--- src/rtl/cla_serial_subtractor_if.sv ---
// Valid/ready operand and result channels for the nibble-serial CLA subtractor.
// The master modport is the operand source and result consumer; the slave modport is the subtractor.
interface cla_serial_subtractor_if #(
  parameter int WIDTH = 16
);
  logic             in_valid;
  logic             in_ready;
  logic [WIDTH-1:0] a;
  logic [WIDTH-1:0] b;
  logic             bin;
  logic             out_valid;
  logic             out_ready;
  logic [WIDTH-1:0] diff;
  logic             bout;
  logic             zero;
  logic             ovf;

  modport master (
    output in_valid,
    output a,
    output b,
    output bin,
    output out_ready,
    input  in_ready,
    input  out_valid,
    input  diff,
    input  bout,
    input  zero,
    input  ovf
  );

  modport slave (
    input  in_valid,
    input  a,
    input  b,
    input  bin,
    input  out_ready,
    output in_ready,
    output out_valid,
    output diff,
    output bout,
    output zero,
    output ovf
  );
endinterface

--- src/rtl/cla_serial_subtractor.sv ---
// Multi-cycle subtractor: diff = a - b - bin, one 4-bit carry-lookahead nibble per clock,
// computed as a + ~b + ~bin, with valid/ready handshakes on the operand and result sides.
module cla_serial_subtractor #(
  parameter int WIDTH = 16
) (
  input logic                    clk,
  input logic                    rst,
  cla_serial_subtractor_if.slave bus
);

  localparam int NIBS = WIDTH / 4;
  localparam int IDXW = (NIBS > 1) ? $clog2(NIBS) : 1;
  localparam int MSB  = WIDTH - 1;
  localparam logic [IDXW-1:0] LAST_IDX = IDXW'(NIBS - 1);

  typedef enum logic [1:0] {
    IDLE = 2'd0,
    CALC = 2'd1,
    DONE = 2'd2
  } state_t;

  state_t            state_reg, state_next;
  logic [IDXW-1:0]   idx_reg, idx_next;
  logic [WIDTH-1:0]  a_reg, a_next;
  logic [WIDTH-1:0]  nb_reg, nb_next;
  logic              carry_reg, carry_next;
  logic [WIDTH-1:0]  diff_reg, diff_next;
  logic              bout_reg, bout_next;
  logic              zero_reg, zero_next;
  logic              ovf_reg, ovf_next;

  logic [3:0]        a_nibs  [NIBS];
  logic [3:0]        nb_nibs [NIBS];
  logic [3:0]        a_nib;
  logic [3:0]        nb_nib;
  logic [3:0]        g;
  logic [3:0]        p;
  logic [4:0]        c;
  logic [3:0]        sum;
  logic              calc_active;
  logic              last_nib;

  // Split the held operands into nibbles so the active one is a plain array select.
  generate
    for (genvar gi = 0; gi < NIBS; gi++) begin : g_nib_split
      assign a_nibs[gi]  = a_reg[4*gi +: 4];
      assign nb_nibs[gi] = nb_reg[4*gi +: 4];
    end
  endgenerate

  assign a_nib  = a_nibs[idx_reg];
  assign nb_nib = nb_nibs[idx_reg];

  assign g = a_nib & nb_nib;
  assign p = a_nib ^ nb_nib;

  // Flattened lookahead: every carry depends only on g, p and the incoming carry.
  assign c[0] = carry_reg;
  assign c[1] = g[0] | (p[0] & c[0]);
  assign c[2] = g[1] | (p[1] & g[0]) | (p[1] & p[0] & c[0]);
  assign c[3] = g[2] | (p[2] & g[1]) | (p[2] & p[1] & g[0])
              | (p[2] & p[1] & p[0] & c[0]);
  assign c[4] = g[3] | (p[3] & g[2]) | (p[3] & p[2] & g[1])
              | (p[3] & p[2] & p[1] & g[0])
              | (p[3] & p[2] & p[1] & p[0] & c[0]);

  assign sum = p ^ c[3:0];

  assign calc_active = (state_reg == CALC);
  assign last_nib    = calc_active && (idx_reg == LAST_IDX);

  // Only the nibble selected by idx is rewritten; the rest of diff holds.
  generate
    for (genvar gi = 0; gi < NIBS; gi++) begin : g_diff_merge
      localparam logic [IDXW-1:0] NIB_IDX = IDXW'(gi);
      assign diff_next[4*gi +: 4] = (calc_active && (idx_reg == NIB_IDX))
                                  ? sum : diff_reg[4*gi +: 4];
    end
  endgenerate

  always_comb begin
    state_next = state_reg;
    idx_next   = idx_reg;
    a_next     = a_reg;
    nb_next    = nb_reg;
    carry_next = carry_reg;
    bout_next  = bout_reg;
    zero_next  = zero_reg;
    ovf_next   = ovf_reg;

    case (state_reg)
      IDLE: begin
        if (bus.in_valid) begin
          a_next     = bus.a;
          nb_next    = ~bus.b;
          carry_next = ~bus.bin;
          idx_next   = '0;
          state_next = CALC;
        end
      end

      CALC: begin
        carry_next = c[4];
        idx_next   = idx_reg + 1'b1;
        if (last_nib) begin
          idx_next   = '0;
          state_next = DONE;
          bout_next  = ~c[4];
          zero_next  = (diff_next == '0);
          // b's sign is recovered from the stored complement.
          ovf_next   = (a_reg[MSB] != ~nb_reg[MSB]) && (diff_next[MSB] != a_reg[MSB]);
        end
      end

      DONE: begin
        if (bus.out_ready) begin
          state_next = IDLE;
        end
      end

      default: begin
        state_next = IDLE;
      end
    endcase
  end

  always_ff @(posedge clk) begin
    if (rst) begin
      state_reg <= IDLE;
      idx_reg   <= '0;
      diff_reg  <= '0;
      bout_reg  <= 1'b0;
      zero_reg  <= 1'b0;
      ovf_reg   <= 1'b0;
    end else begin
      state_reg <= state_next;
      idx_reg   <= idx_next;
      diff_reg  <= diff_next;
      bout_reg  <= bout_next;
      zero_reg  <= zero_next;
      ovf_reg   <= ovf_next;
    end
  end

  // Operand and carry holding registers are only meaningful after an accept.
  always_ff @(posedge clk) begin
    a_reg     <= a_next;
    nb_reg    <= nb_next;
    carry_reg <= carry_next;
  end

  assign bus.in_ready  = (state_reg == IDLE);
  assign bus.out_valid = (state_reg == DONE);
  assign bus.diff      = diff_reg;
  assign bus.bout      = bout_reg;
  assign bus.zero      = zero_reg;
  assign bus.ovf       = ovf_reg;

endmodule
--- src/flat_wrapper.sv ---
// flat-port wrapper written by rule: the top's interface ports become plain ports
module cla_serial_subtractor_flat 
#(
  parameter int WIDTH = 16
)
  (clk, rst, bus_in_valid, bus_a, bus_b, bus_bin, bus_out_ready, bus_in_ready, bus_out_valid, bus_diff, bus_bout, bus_zero, bus_ovf);
  cla_serial_subtractor_if #(.WIDTH(WIDTH)) bus_i ();
  input logic clk;
  input logic rst;
  input wire logic [$bits(bus_i.in_valid)-1:0] bus_in_valid;
  input wire logic [$bits(bus_i.a)-1:0] bus_a;
  input wire logic [$bits(bus_i.b)-1:0] bus_b;
  input wire logic [$bits(bus_i.bin)-1:0] bus_bin;
  input wire logic [$bits(bus_i.out_ready)-1:0] bus_out_ready;
  output wire logic [$bits(bus_i.in_ready)-1:0] bus_in_ready;
  output wire logic [$bits(bus_i.out_valid)-1:0] bus_out_valid;
  output wire logic [$bits(bus_i.diff)-1:0] bus_diff;
  output wire logic [$bits(bus_i.bout)-1:0] bus_bout;
  output wire logic [$bits(bus_i.zero)-1:0] bus_zero;
  output wire logic [$bits(bus_i.ovf)-1:0] bus_ovf;
  assign bus_i.in_valid = bus_in_valid;
  assign bus_i.a = bus_a;
  assign bus_i.b = bus_b;
  assign bus_i.bin = bus_bin;
  assign bus_i.out_ready = bus_out_ready;
  assign bus_in_ready = bus_i.in_ready;
  assign bus_out_valid = bus_i.out_valid;
  assign bus_diff = bus_i.diff;
  assign bus_bout = bus_i.bout;
  assign bus_zero = bus_i.zero;
  assign bus_ovf = bus_i.ovf;
  cla_serial_subtractor #(.WIDTH(WIDTH)) u_core (.clk(clk), .rst(rst), .bus(bus_i));
endmodule
--- config.mk ---
export PLATFORM = sky130hd
export DESIGN_NAME = cla_serial_subtractor_flat
export DESIGN_NICKNAME = d
export VERILOG_FILES = /design/src/rtl/cla_serial_subtractor_if.sv /design/src/rtl/cla_serial_subtractor.sv /design/src/flat_wrapper.sv
export SDC_FILE = /design/constraint.sdc
export NUM_CORES = 1
export LEC_CHECK = 0
export BUFFER_PORTS_ARGS = -buffer_cell sky130_fd_sc_hd__buf_2
export CORE_AREA = 2 2 74 76
export CTS_CLUSTER_SIZE = 40
export DETAILED_ROUTE_END_ITERATION = 12
export DIE_AREA = 0 0 76 78
export GPL_TIMING_DRIVEN = 0
export PLACE_DENSITY = 0.76
export SYNTH_ARGS = -nofsm -noshare
export SYNTH_HDL_FRONTEND = slang
export SYNTH_SLANG_ARGS = --single-unit
--- constraint.sdc ---
create_clock -name clk -period 5.2 [get_ports clk]
set_input_delay 0.78 -clock clk [delete_from_list [all_inputs] [get_ports clk]]
set_output_delay 0.78 -clock clk [all_outputs]
set_load 0.05 [all_outputs]
Yosys cells after proc, flatten, opt, wreduce, memory -nomap -nowiden
Cells that the tools add are included.

Bitwise operators: 34. Magnitude comparators: 1. Add/subtract/negate cells: 1. Muxes and demuxes: 19. Equal/unequal tests: 10. Reductions and logical operators: 13.

Operator list (count): 2-to-1 mux 4 bit (8); AND 1 bit (16); binary-select mux 4 bit (select 2 bit) (2); logical NOT 16 bit (1); NOT 16 bit (1); 2-to-1 mux 2 bit (5); bitwise OR 1 bit (10); XOR 4 bit (2); == test 2 bit (second input constant) (3); inequality test 2 bit (second input constant) (3); case mux 2 bit (3 select lines) (1); AND reduction 2 bit (3); logical AND 1 bit (5); AND 4 bit (1); == test 2 x 1 -> 1 bit (second input constant) (2); logical NOT 2 bit (2); case mux 2 bit (2 select lines) (1); >= comparator 3 bit (second input constant) (1); NOT 1 bit (3); NOT 2 -> 3 bit (1); AND reduction 3 bit (1); adder 2 x 1 -> 2 bit (second input constant) (1); inequality test 1 bit (2); case mux 1 bit (2 select lines) (1); other kinds (2) (2).

Bits in registers: 56. Input port bits: 37. Output and inout bits: 21. Word-level logic and storage cells: 87.

Depth between registers and ports, before layout
Gate-level depths: netlist of run 1.

Depth in word-level cells: 13. Mapped depth: 8. Depth with buffers taken out: 7.

Worst setup path before layout of run 1
Ideal clock, no wire load.

Path type: flip-flop to flip-flop. From: register u_core.idx_reg[0]. To: register u_core.ovf_reg, in the netlist u_core.bus.ovf. Period minus slack after synthesis: 2.584 ns. Setup time: 0.126 ns. Stages on the path, launching flop included: 8. Data required time: 5.074 ns. Path slack: 2.616 ns. Arrival time: 2.457 ns. Path buffers: 1. Cells stage by stage: dfxtp_1 > buf_2 > mux4_2 > ha_1 > a21o_1 > a311o_2 > a221oi_1 > nor4_1.

Cells in the longest elaborated chain, start to end: 13. Elaborated cells on any way between the ends: 24. Classes of those cells: eq/ne (2); mux (7); bitwise (12); reduce/logical (3).

RTL lines: start: declaration (line cla_serial_subtractor.sv:23) `logic [IDXW-1:0] idx_reg, idx_next;`; start signal: assignment (line cla_serial_subtractor.sv:137) `idx_reg <= idx_next;`; NOT 2 -> 3 bit (not written as such) (line cla_serial_subtractor.sv:51, cla_serial_subtractor.sv:52); binary-select mux 4 bit (select 2 bit), on equally long branches (line cla_serial_subtractor.sv:51, cla_serial_subtractor.sv:52); 2-to-1 mux 4 bit, on equally long branches (2 in a row) (line cla_serial_subtractor.sv:51, cla_serial_subtractor.sv:52); XOR 4 bit or AND 4 bit (tied branches) (line cla_serial_subtractor.sv:55, cla_serial_subtractor.sv:54); AND 1 bit, on equally long branches (line cla_serial_subtractor.sv:61, cla_serial_subtractor.sv:62); bitwise OR 1 bit, or another cell as far along (line cla_serial_subtractor.sv:61) `assign c[3] = g[2] | (p[2] & g[1]) | (p[2] & p[1] & g[0])`; bitwise OR 1 bit or AND 1 bit (tied branches) (line cla_serial_subtractor.sv:61, cla_serial_subtractor.sv:62); bitwise OR 1 bit (line cla_serial_subtractor.sv:62) `| (p[2] & p[1] & p[0] & c[0]);`; XOR 4 bit (line cla_serial_subtractor.sv:67) `assign sum = p ^ c[3:0];`; 2-to-1 mux 4 bit (line cla_serial_subtractor.sv:77) `? sum : diff_reg[4*gi +: 4];`; inequality test 1 bit (line cla_serial_subtractor.sv:111) `ovf_next = (a_reg[MSB] != ~nb_reg[MSB]) && (diff_next[MSB] != a_reg[MSB]);`; logical AND 1 bit (line cla_serial_subtractor.sv:111); end signal: assignment (line cla_serial_subtractor.sv:141) `ovf_reg <= ovf_next;`; end: declaration (line cla_serial_subtractor.sv:30) `logic ovf_reg, ovf_next;`.

Several ways; a longest one is shown, not always the timed one. The select of a mux whose other input is x is not followed. A chain may end at the register's enable or synchronous reset.

Final worst setup path of run 1
From: register u_core.idx_reg[0]. To: register u_core.carry_reg, data pin.

Cells in the longest elaborated chain, start to end: 11. Elaborated cells on any way between the ends: 21. Classes of those cells: mux (7); bitwise (14).

RTL lines: NOT 2 -> 3 bit (not written as such) * (line cla_serial_subtractor.sv:51, cla_serial_subtractor.sv:52); binary-select mux 4 bit (select 2 bit), on equally long branches (line cla_serial_subtractor.sv:51, cla_serial_subtractor.sv:52); 2-to-1 mux 4 bit, on equally long branches (2 in a row) (line cla_serial_subtractor.sv:51, cla_serial_subtractor.sv:52); XOR 4 bit or AND 4 bit (tied branches) (line cla_serial_subtractor.sv:55, cla_serial_subtractor.sv:54); AND 1 bit, on equally long branches (line cla_serial_subtractor.sv:63, cla_serial_subtractor.sv:64, cla_serial_subtractor.sv:65); bitwise OR 1 bit, or another cell as far along (2 in a row) (line cla_serial_subtractor.sv:63) `assign c[4] = g[3] | (p[3] & g[2]) | (p[3] & p[2] & g[1])`; bitwise OR 1 bit or AND 1 bit (tied branches) (line cla_serial_subtractor.sv:64, cla_serial_subtractor.sv:65); bitwise OR 1 bit * (line cla_serial_subtractor.sv:65) `| (p[3] & p[2] & p[1] & p[0] & c[0]);`; case mux 1 bit (2 select lines) * (line cla_serial_subtractor.sv:91) `case (state_reg)`; via u_core.carry_next (line cla_serial_subtractor.sv:26) `logic carry_reg, carry_next;`; end signal: assignment (line cla_serial_subtractor.sv:149) `carry_reg <= carry_next;`; end: declaration (line cla_serial_subtractor.sv:26).

Mark *: on every way through the listed nets, which the timed path passes. The rest lies on a longest branch. The select of a mux whose other input is x is not followed.

==> results.ini, run 1 <==
[routing]
routed-wl-met2_um=2330
via_count=1757
drt-initial-drc-count=96
wl_met3_um=194
drt_wl_total_um=4610
ant_nets=0
viasPerCell=5.17
wl_per_cell_um=13.6
first_pass_iters=4
highest_layer=met4
drt-met1-wl_um=2030
drc=0

[clock_network]
cts_inserted_buffers=5
clock_latency_ps=310
cts_root_buf=clkbuf_8
post_cts_buffers=0
cts_tree=done
cts.sinks=56
clk_pin_slew_ps=100
cts_resized=0
cts_hold_buf=0
clock_path_buffers=2
htreeDepth=2

[placement]
place_congestion=0.811
io_buffers=57
pre_cts_ws_ps=2350
place_hpwl_um=3320

[worst_setup_path]
max_stage_delay_ps=570
crit_type=reg2reg
crit_chain=buf_2, mux4_2, ha_1, a21o_1, a22oi_2, nor3b_1, a21oi_1
r2r-start=u_core.idx_reg[0]
arrival_ps=2920
startpoint_type=register
critPathTopFamily=compound AO/OA/AOI/OAI gates
critPathLaunch=u_core.idx_reg[0]
cp_max_fo=10
ff2ff_setup_slack_ps=2340
required_ps=5270
crit_slowest_cell=mux4_2
cp.buffers_inverters=1
end_kind=register

[sta]
finalWorstSetupSlack_ps=2340
post-route-period-util=0.550
clock_skew_ps=5.66
timing.fmax_ghz=0.350
min_period_ps=2860
final_hold_viol_count=0
grt_setup_unrepaired=false
finalMaxSlewViolations=0
setup-tns-final_ps=0
tightest_slew_ps=717
final-setup-viol-count=0
slew-limit-headroom=0.521

[synth]
yosysSeqAreaShare=0.585
yosysWarnings=0
syn_avg_cell_area_um2=12.1
synth_flop_cell=edfxtp_1
syn_nets=252
syn_area_mm2=0.00248
ys_seq_elements=56
synth_edf_count=33
synth_cell_types=40
netlist_instances=205
async_flop_share=0

[die]
rows=26
initial_core_util=0.492
io_pins=58
core-area_mm2=0.00504
dieArea_mm2=0.00593
fp.dieH_um=78
die_x_um=76

[global_route]
antenna_found_initial=0
grtUsageTotal=0.167
grt_pass1_vias=1645
gr-total-overflow=0
grt_pass1_wl_um=7610
grt_max_degree=33

[run]
cap_viol_max_count=0

[layout]
antenna_cells=0
area_growth_pct=19.7
drive_gt1_frac=0.311
fin_nets=316

[worst_hold_path]
min-delay-start=u_core.bus.diff[13]
hp-class=reg2reg

[pwr]
vdd_drop_max_v=0.000169
finalPower_uw=950
p_leak_nw=1.26
power_density_mw_per_mm2=320

[run_status]
status=completed

-- metal layers --
| metal | up-vias | GRT usage |
|---|---|---|
| li1 | 870 | - |
| met1 | 830 | 0.196 |
| met2 | 50 | 0.304 |
| met3 | 7 | 0.0360 |
| met4 | 0 | 0.0564 |
| met5 | - | 0 |
-- Yosys cell counts, drive strengths merged (3+ instances only) --
cell type	instances	area [um2]
clkbuf	4	15.0
edfxtp	33	991
mux4	8	180
nand2	14	52.6
ha	9	113
or3	4	25.0
nor2	14	52.6
a21oi	21	105
inv	24	90.1
dfxtp	23	460
nand2b	3	18.8
nand3	4	20.0
nand3b	5	50.1
nand4	3	18.8
nor3	3	15.0
nor3b	3	22.5
buf	4	20.0
-- metrics by stage --
step / cell area [um2] / hold WS (ps) / instances / util
after floorplan: 2480 / 547 / 205 / -
after global placement: 2860 / 445 / 332 / 0.566
after detailed placement: 2860 / 448 / 332 / 0.566
after CTS: 2970 / 463 / 340 / 0.589
after global routing: 2970 / 473 / 340 / 0.589
final: 2970 / 462 / 340 / 0.589
-- final cells by class --
cell class                 instances  area, um2
multi-input combinational        117        907
sequential                        56       1450
timing repair buffer              57        285
tap                               70       87.6
clock inverter                     3       46.3
clock buffer                       5       68.8
buffer                             8       35.0
inverter                          24       90.1
fill                             412       2070
-- placed cells by master (no fill, tap or decap), drive strengths merged --
cell type,n
a2111oi,1
a211oi,1
a21o,2
a21oi,21
a221oi,1
a22oi,2
a311o,1
a41oi,1
and2,1
and3,1
and3b,1
buf,61
bufinv,1
clkbuf,9
clkinvlp,1
dfxtp,23
edfxtp,33
fa,1
ha,9
inv,25
mux2i,1
mux4,8
nand2,14
nand2b,3
nand3,4
nand3b,5
nand4,3
nor2,14
nor2b,2
nor3,3
nor3b,3
nor4,2
o2111a,1
o21ba,1
o2bb2ai,1
o31ai,1
o41ai,2
or2,1
or3,4
xnor2,1
-- power breakdown --
group	internal, mW	switching [mW]	total [mW]
clock network	0.145	0.141	0.286
logic	0.0593	0.101	0.160
registers	0.494	0.00932	0.504
-- worst min-delay path, cell delays in order, from the launching register on --
cell	delay, ps
dfxtp_1	320
nand2_1	50
a21oi_1	50
-- worst paths after layout --
| kind | end | cells past startpoint |
|---|---|---|
| worst max-delay path | u_core.carry_reg | 7 |
| worst min-delay path | u_core.bus.diff[13] | 2 |
| worst max register to register | u_core.carry_reg | 7 |
| worst min register to register | u_core.bus.diff[13] | 2 |
-- cell families after synthesis --
family                     Yosys count  share of synthesized area
adders and majority gates           10                     0.0534
buffers and inverters               32                     0.0504
AOI/OAI and AO/OA                   36                     0.0993
xor gates and xnor gates             1                    0.00353
DFF                                 56                      0.585
and+or+nand+nor                     61                      0.132
muxes                                9                     0.0766
(Power assumes the default switching activity.)
==> run 2: changes to the inputs <==
Settings changed: CORE_AREA 2 2 74 76 to 2 2 75 77, DIE_AREA 0 0 76 78 to 0 0 77 79, PLACE_DENSITY 0.76 to 0.77.
Clock period 5.2 ns to 2.59 ns, I/O delays scaled along.
==> run 2 against run 1 <==
  * Sequential power is 100% higher
  * Sequential share of layout area is 0.82 points lower
  * Critical path depth stayed put
  * Via count is 1.9% lower
  * Flip-flop and latch count stayed put
  * Fmax is 10% higher
  * Wire length is 1.8% lower
  * Register-to-register slack worse by 2300 ps
  * Non-clock buffer count is 3 higher
  * Clock-buffer cell count stayed put
  * Worst hold slack worse by 210 ps
==> results.ini, run 2 (synthesized netlist as in run 1, its figures left out) <==
[global_route]
grtUsageTotal=0.157  ; -0.0102
grt_pass1_vias=1653  ; +0.49%
gr-total-overflow=0  ; unchanged
grt_pass1_wl_um=7530  ; -1.1%
grt_max_degree=33  ; unchanged
antenna_found_initial=0  ; unchanged

[sta]
post-route-period-util=0.999  ; +0.450
tightest_slew_ps=699  ; -18.2 ps
min_period_ps=2590  ; -270 ps
timing.fmax_ghz=0.386  ; +10%
finalMaxSlewViolations=0  ; unchanged
finalWorstSetupSlack_ps=1.72  ; -2340 ps
final_hold_viol_count=0  ; unchanged
clock_skew_ps=8.31  ; +2.64 ps
final-setup-viol-count=0  ; unchanged
slew-limit-headroom=0.534  ; +0.0131
grt_setup_unrepaired=true
setup-tns-final_ps=0  ; unchanged

[die]
initial_core_util=0.465  ; -0.0272
rows=27  ; +3.8%
io_pins=58  ; unchanged
dieArea_mm2=0.00608  ; +2.6%
core-area_mm2=0.00534  ; +5.9%
die_x_um=77  ; +1.3%
fp.dieH_um=79  ; +1.3%

[worst_hold_path]
worst_hold_path.num_cells=1  ; -1
hp-class=in2reg

[routing]
drt_wl_total_um=4520  ; -1.8%
wl_per_cell_um=13.1  ; -3.2%
drt-initial-drc-count=82  ; -15%
via_count=1723  ; -1.9%
ant_nets=0  ; unchanged
first_pass_iters=4  ; unchanged
viasPerCell=4.99  ; -3.4%
drc=0  ; unchanged

[layout]
layout_commonest_cell=buf_2
layout_common_cells=buf_2, edfxtp_1, inv_1, dfxtp_1, a21oi_1
utilization=0.568  ; -0.0216
stdcell_area_mm2=0.00303  ; +2.0%
antenna_cells=0  ; unchanged
area_growth_pct=22.1
n_fill_cell=476  ; +16%
drive_gt1_frac=0.333  ; +0.0222
fin_nets=319  ; +0.95%

[clock_network]
cts_inserted_buffers=5  ; unchanged
clk_pin_slew_ps=90  ; about the same
clock_latency_ps=310  ; about the same
clock_path_buffers=2  ; unchanged
cts_root_buf=clkbuf_8
cts.sinks=56  ; unchanged
htreeDepth=2  ; unchanged
cts_hold_buf=0  ; unchanged
cts_tree=done

[placement]
pre_cts_ws_ps=-228  ; -2580 ps
io_buffers=57  ; unchanged
placed_area_mm2=0.00286  ; about the same
place_hpwl_um=3300  ; -0.46%
place_congestion=0.796  ; -1.9%

[pwr]
vdd_drop_max_v=0.000434  ; +160%
power_density_mw_per_mm2=632  ; +98%
p_leak_nw=1.28  ; +1.9%

[worst_setup_path]
startpoint_type=register
required_ps=2770  ; -2500 ps
arrival_ps=2770  ; -150 ps
cp_max_fo=10  ; unchanged
crit_type=reg2reg
end_kind=register
reg2reg_depth=7  ; unchanged

[run]
cap_viol_max_count=0  ; unchanged

[run_status]
status=completed

## run 2: changes by cell type in the layout (fill, tap and decap cells not counted), sizes merged
cell,before,now
clkinv,0,2
buf,61,64
clkinvlp,1,0
inv,25,24
## run 2: per-layer routing
metal	track usage	up-vias	wire length, um
li1	-	871	-
met1	0.202	795	2020
met2	0.266	49	2180
met3	0.0409	8	264
met4	0.0393	0	61
met5	0	-	0
## run 2: what timing repair did
| action | CTS | global route |
|---|---|---|
| cloned | 0 | 0 |
| pin swaps | 2 | 1 |
| buffers inserted | 0 | 3 |
| gates resized for setup | 5 | 4 |
| endpoints found under the setup margin | 12 | 8 |
## run 2: path summary, 6_finish.rpt
kind	start	endpoint	slack [ps]
worst min register to register	u_core.bus.bout	u_core.bus.bout	460
worst max register to register	u_core.idx_reg[0]	u_core.bus.ovf	2
worst max-delay path	u_core.idx_reg[0]	u_core.bus.ovf	2
worst min-delay path	bus_a[12]	u_core.a_reg[12]	250
## run 2: report_power, final
group | leakage (nW) | switching (mW) | internal (mW)
clock | 0.0558 | 0.276 | 0.287
combinational | 0.722 | 0.203 | 0.139
sequential | 0.502 | 0.0191 | 0.992
## run 2: worst max-delay path: stages (launching register included)
cell	delay, ps
dfxtp_4	390
buf_8	160
mux4_2	540
ha_1	320
a21o_1	210
a311o_2	400
a221oi_1	340
nor4_1	120
## run 2: area by class of cell
| cell class | count | area [um2] | share of cell area |
|---|---|---|---|
| repair buffers | 60 | 308 | 0.102 |
| well taps | 72 | 90.1 | 0.0297 |
| clock buffers | 5 | 68.8 | 0.0227 |
| flip-flops and latches | 56 | 1460 | 0.480 |
| inverters | 24 | 90.1 | 0.0297 |
| clock inverters | 3 | 42.5 | 0.0140 |
| plain buffers | 8 | 46.3 | 0.0153 |
| multi-input cells | 117 | 930 | 0.307 |
## run 2: metrics by stage
stage	instances	power (mW)	hold slack (ps)
floorplan	205	1.25	465
global route	345	2.01	240
CTS	342	1.91	246
global placement	334	1.34	445
detailed placement	334	1.35	447
finish	345	1.92	253
